==> src/rtl/cnt_job_dispatcher.sv <==
// Count-job dispatcher: queues jobs from an upstream port, issues them one at a time
// to a counter engine, and posts a one-cycle completion record (done or watchdog timeout).
//
// state   | meaning
// S_IDLE  | waiting for a queued job and an idle engine
// S_ISSUE | o_run pulse; head job popped, watchdog cleared
// S_WAIT  | waiting for engine done; watchdog counting
// S_CPL   | completion record posted
module cnt_job_dispatcher #(
    parameter int FIFO_DEPTH  = 4,
    parameter int TIMEOUT_CYC = 300,
    parameter int DONE_W      = 16
) (
    input  logic              clk,
    input  logic              reset,
    input  logic              i_req_valid,
    input  logic [7:0]        i_req_num,
    output logic              o_req_ready,
    output logic              o_run,
    output logic [7:0]        o_num_cnt,
    input  logic              i_idle,
    input  logic              i_running,
    input  logic              i_done,
    output logic              o_cpl_valid,
    output logic [7:0]        o_cpl_num,
    output logic              o_cpl_err,
    output logic              o_busy,
    output logic [DONE_W-1:0] o_jobs_done
);
    localparam int PTR_W = $clog2(FIFO_DEPTH);
    localparam int CNT_W = PTR_W + 1;
    localparam int TMR_W = $clog2(TIMEOUT_CYC);
    localparam logic [CNT_W-1:0] DEPTH_C  = CNT_W'(FIFO_DEPTH);
    localparam logic [TMR_W-1:0] TMR_LAST = TMR_W'(TIMEOUT_CYC - 1);

    typedef enum logic [1:0] {S_IDLE, S_ISSUE, S_WAIT, S_CPL} state_t;

    state_t state, state_nxt;
    logic   err_nxt;

    logic [7:0]       mem [FIFO_DEPTH];
    logic [PTR_W-1:0] wr_ptr, rd_ptr;
    logic [CNT_W-1:0] count, count_nxt;
    logic             push, pop;
    logic [TMR_W-1:0] timer;

    // Engine running status is informational only.
    logic unused_running;
    assign unused_running = i_running;

    assign o_req_ready = (count != DEPTH_C);
    assign push        = i_req_valid && o_req_ready;
    assign pop         = (state == S_ISSUE);

    always_comb begin
        count_nxt = count;
        if (push && !pop) begin
            count_nxt = count + CNT_W'(1);
        end else if (pop && !push) begin
            count_nxt = count - CNT_W'(1);
        end
    end

    always_ff @(posedge clk or negedge reset) begin
        if (!reset) begin
            wr_ptr <= '0;
            rd_ptr <= '0;
            count  <= '0;
        end else begin
            if (push) wr_ptr <= wr_ptr + PTR_W'(1);
            if (pop)  rd_ptr <= rd_ptr + PTR_W'(1);
            count <= count_nxt;
        end
    end

    always_ff @(posedge clk) begin
        if (push) mem[wr_ptr] <= i_req_num;
    end

    always_ff @(posedge clk or negedge reset) begin
        if (!reset) state <= S_IDLE;
        else        state <= state_nxt;
    end

    always_comb begin
        state_nxt = state;
        err_nxt   = 1'b0;
        case (state)
            S_IDLE:  if (count != '0 && i_idle) state_nxt = S_ISSUE;
            S_ISSUE: state_nxt = S_WAIT;
            S_WAIT: begin
                // done takes priority over a simultaneous watchdog expiry
                if (i_done) begin
                    state_nxt = S_CPL;
                end else if (timer == TMR_LAST) begin
                    state_nxt = S_CPL;
                    err_nxt   = 1'b1;
                end
            end
            S_CPL:   state_nxt = S_IDLE;
            default: state_nxt = S_IDLE;
        endcase
    end

    // Outputs are registered from the next state so they line up with the state they describe.
    always_ff @(posedge clk or negedge reset) begin
        if (!reset) begin
            o_run       <= 1'b0;
            o_num_cnt   <= '0;
            o_cpl_valid <= 1'b0;
            o_cpl_num   <= '0;
            o_cpl_err   <= 1'b0;
            o_busy      <= 1'b0;
            o_jobs_done <= '0;
            timer       <= '0;
        end else begin
            o_run       <= (state_nxt == S_ISSUE);
            o_cpl_valid <= (state_nxt == S_CPL);
            o_busy      <= (state_nxt != S_IDLE) || (count_nxt != '0);
            if (state == S_IDLE && state_nxt == S_ISSUE) begin
                o_num_cnt <= mem[rd_ptr];
            end
            if (state_nxt == S_CPL) begin
                o_cpl_num <= o_num_cnt;
                o_cpl_err <= err_nxt;
                if (!err_nxt && o_jobs_done != '1) begin
                    o_jobs_done <= o_jobs_done + DONE_W'(1);
                end
            end
            if (state == S_ISSUE) begin
                timer <= '0;
            end else if (state == S_WAIT) begin
                timer <= timer + TMR_W'(1);
            end
        end
    end

endmodule
==> config.mk <==
export PLATFORM = sky130hd
export DESIGN_NAME = cnt_job_dispatcher
export DESIGN_NICKNAME = d
export VERILOG_FILES = /design/src/rtl/cnt_job_dispatcher.sv
export SDC_FILE = /design/constraint.sdc
export NUM_CORES = 1
export LEC_CHECK = 0
export CAP_MARGIN = 10
export CORE_MARGIN = 2
export CORE_UTILIZATION = 50
export DETAILED_ROUTE_END_ITERATION = 7
export GPL_ROUTABILITY_DRIVEN = 0
export PLACE_DENSITY = 0.78
export REMOVE_ABC_BUFFERS = 1
export SLEW_MARGIN = 15
export SYNTH_ARGS = -nofsm -noshare
export SYNTH_HDL_FRONTEND = slang
export SYNTH_SLANG_ARGS = --single-unit
==> constraint.sdc <==
create_clock -name clk -period 6.2 [get_ports clk]
set_input_delay 1.24 -clock clk [delete_from_list [all_inputs] [get_ports clk]]
set_output_delay 1.24 -clock clk [all_outputs]
set_load 0.01 [all_outputs]
==> metrics.md <==
| Metric | Value |
|---|---|
| Setup crit end kind | `flip-flop` |
| Most frequent cells in the layout | `dfrtp_1 (54), clkdlybuf4s50_1 (48), edfxtp_1 (32)` |
| Max Fclk | `0.323 GHz` |
| Maximum VDD drop | `~180 uV` |
| Post-Route Skew | `0.00996 ns` |
| Worst slew pin tran | `just under 0.7 ns` |
| Fin crit period | `roughly 3.1 ns` |
| Worst R2R Path Depth | `10` |
| Synth Instances | `260` |
| Post-synthesis area per instance | `~14 sq um` |
| HP Class | `reg -> reg` |
| CP max FO | `12` |
| WP data arrival | `3.32 ns` |
| Placed insts | `402` |
| RSZ-0062 raised after global routing | `false` |
| Met2 GRT Util | `between 20% and 30%` |
| Core area | `7250 sq um` |
| Synth Warn # | `0` |
| Most used DFF post-synth | `dfrtp_1` |
| Iteration-0 DRC count of the detailed router | `80` |
| Hold path start | `o_jobs_done[7]` |
| Global route overflow | `0` |
| P per Cell Area | `462 nW/um^2` |
| Final hold viol count | `0` |
| Post-route ant nets | `0` |
| Die height | `slightly above 90 um` |
| R2R Path End | `o_jobs_done[13]` |
| Worst-Skew Late Latency | `0.35 ns` |
| Clock share of power | `approximately a fifth` |
| R2r setup slk | `3.62 ns` |
| Hold Crit Depth | `1` |
| Top Ports | `51` |
| Critical-path cell list | `clkdlybuf4s50_1 > or3_1 > a41oi_1 > or3_4 > clkinv_2 > nand2_4 > clkinv_4 > o211ai_4 > mux2_1` |
| Final setup violation count | `0` |
| H-Tree Depth | `3` |
| Switching pwr | `0.692 mW` |
| Final nets | `341` |
| Startpoint types | `primary input` |
| Synth cell types | `41` |
| Area growth from synthesis to layout | `20.7%` |
| CTS max path bufs | `2` |
| Commonest non-fill, non-tap cell in the layout | `dfrtp_1` |
| Root Driver | `clkbuf_8` |
| CTS resizes | `0` |
| Initial antenna violation count | `0` |
| Seq/Total Area, Yosys | `roughly three fifths` |
| Comb pwr share | `38.2%` |
| Met3 usage | `4.67%` |
| Num CTS Buffers | `9` |
| GRT Max-Usage Layer | `met2` |
| Avg WL per Cell | `~15 um` |
| Largest net degree at the start of global routing | `55` |
| Max Cap Violations | `0` |
| Final max-slew violation count | `0` |
| Dpl hpwl | `roughly 4300 um` |
| Total global-route track usage | `roughly 17%` |
| CTS tree | `yes` |
| Total wire length | `6220 um` |
| Status | `completed` |
| DR vias | `roughly 2,100` |
| First-pass GRT wire length | `10,600 um` |
| Layout cells sized above 1 | `16.6%` |
| Synth Cell Area | `3740 sq um` |
| Hold endpoint | `o_jobs_done[7]` |
| Slowest-stage cell, CP | `clkdlybuf4s50_1` |
| Seq pwr share | `42.8%` |
| Initial Utilization | `51.5%` |
| Sw Ratio | `33.2%` |
| Post-CTS setup buffer count | `0` |
| FF-to-FF Start | `timer[0]` |
| Die W | `around 90 um` |
| Clock-pin transition on the worst setup and hold timing paths | `around 0.08 ns` |
| #FFs+latches synth | `86` |
| Worst path max stage delay | `0.42 ns` |
| Fin cells | `418` |
| Vias in the first global route | `about 2,100` |
| Rel. slew slack | `53.8%` |
| Port Buf Inserts | `49` |
| Critical path class | `in -> reg` |
| Async S/R FF share, synth | `62.8%` |
| Die area | `8180 sq um` |
| DRC errors left | `0` |
| Met1 track demand over resource | `a little under a quarter` |
| Cell row count | `31` |
| # clock sinks | `86` |
| Leak Pwr | `1.83 nW` |
| TritonRoute pass-1 iters | `4` |
| DR vias/cell | `5.11` |
| Final Cycle Share | `49.9%` |
| Crit path required time | `6.43 ns` |
| Final TNS setup | `0 ns` |
| CTS Hold Bufs | `0` |
| Internal power | `1.39 mW` |
| Post-synth EDFFs | `32` |
| # diodes | `0` |
[Yosys cell counts, drive strengths merged, types with 3 or more instances]
cell | instances | area (sq um)
mux2 | 17 | 191
dfrtp | 54 | 1350
inv | 9 | 33.8
o21ai | 3 | 15.0
nor3 | 4 | 35.0
nand3 | 8 | 40.0
and2 | 5 | 31.3
nand2 | 17 | 71.3
a21oi | 9 | 45.0
xor2 | 16 | 140
nor2b | 3 | 18.8
ha | 13 | 163
xnor2 | 10 | 87.6
edfxtp | 32 | 961
and3 | 4 | 30.0
clkbuf | 5 | 18.8
nand4 | 6 | 37.5
buf | 3 | 33.8
mux4 | 8 | 180
nor2 | 13 | 48.8
[power by group through the flow]
stage	combinational, mW	sequential (mW)	clock (mW)
after CTS	0.812	0.898	0.408
after global routing	0.880	0.921	0.431
after global placement	0.782	0.896	0
after floorplan	0.491	0.913	0
after detailed placement	0.805	0.909	0
final	0.797	0.893	0.395
[cells by family after synthesis]
| kind of cell | share of synthesized area, % |
|---|---|
| flip-flops | 61.9 |
| AO/OA/AOI/OAI | 3.45 |
| XOR/XNOR | 6.09 |
| adder cells (fa/ha/maj) | 4.35 |
| AND/OR/NAND/NOR | 11.1 |
| buffers and inverters | 2.68 |
| multiplexers | 10.5 |
[routing by layer]
metal | routed length [um] | up-vias | part of all wire [%]
met2 | 3050 | 48 | 49
met3 | 244 | 6 | 3.9
met4 | 106 | 0 | 1.7
met1 | 2810 | 1054 | 45
met5 | 0 | - | 0
li1 | - | 1030 | -
[how the worst max path moves through the flow]
stage                            endpoint  cells past startpoint  slack [ns]   start
after floorplan            o_jobs_done[1]                      8        3.40  i_done
after global placement     o_jobs_done[1]                      9        2.78  i_done
after detailed placement   o_jobs_done[1]                      9        2.72  i_done
after CTS                  o_jobs_done[1]                      9        3.10  i_done
after global routing      o_jobs_done[13]                     10        2.95  i_done
final                      o_jobs_done[1]                      9        3.11  i_done
[critical path, delay by kind of cell]
family | cells | cell delay [ns]
buffers and inverters | 3 | 0.65
muxes | 1 | 0.38
AOI/OAI and AO/OA | 2 | 0.40
and+or+nand+nor | 3 | 0.65
[stage by stage]
stage	setup WS, ns	utilization [%]	power, mW	hold WS [ns]	area [sq um]
floorplan	3.40	-	1.40	0.478	3680
global placement	2.78	59.4	1.68	0.476	4310
detailed placement	2.72	59.4	1.71	0.477	4310
CTS	3.10	62.2	2.12	0.490	4510
global route	2.95	62.2	2.23	0.505	4510
finish	3.11	62.2	2.09	0.484	4510
[flip-flops by register name, indices dropped and copies added (netlist names), 2 cells and up]
register / count
state: 2
rd_ptr: 2
o_num_cnt: 8
o_cpl_num: 8
mem: 32
timer: 9
o_jobs_done: 16
count: 3
wr_ptr: 2
[final cells by class]
class / instances / area (sq um)
Sequential cell: 86 / 2310
Clock inverter: 3 / 42.5
Inverter: 11 / 47.5
Clock buffer: 13 / 160
Timing Repair Buffer: 51 / 500
Tap cell: 99 / 124
Fill cell: 554 / 2740
Multi-Input combinational cell: 155 / 1330
No activity file was read; power rests on OpenSTA's default activity.
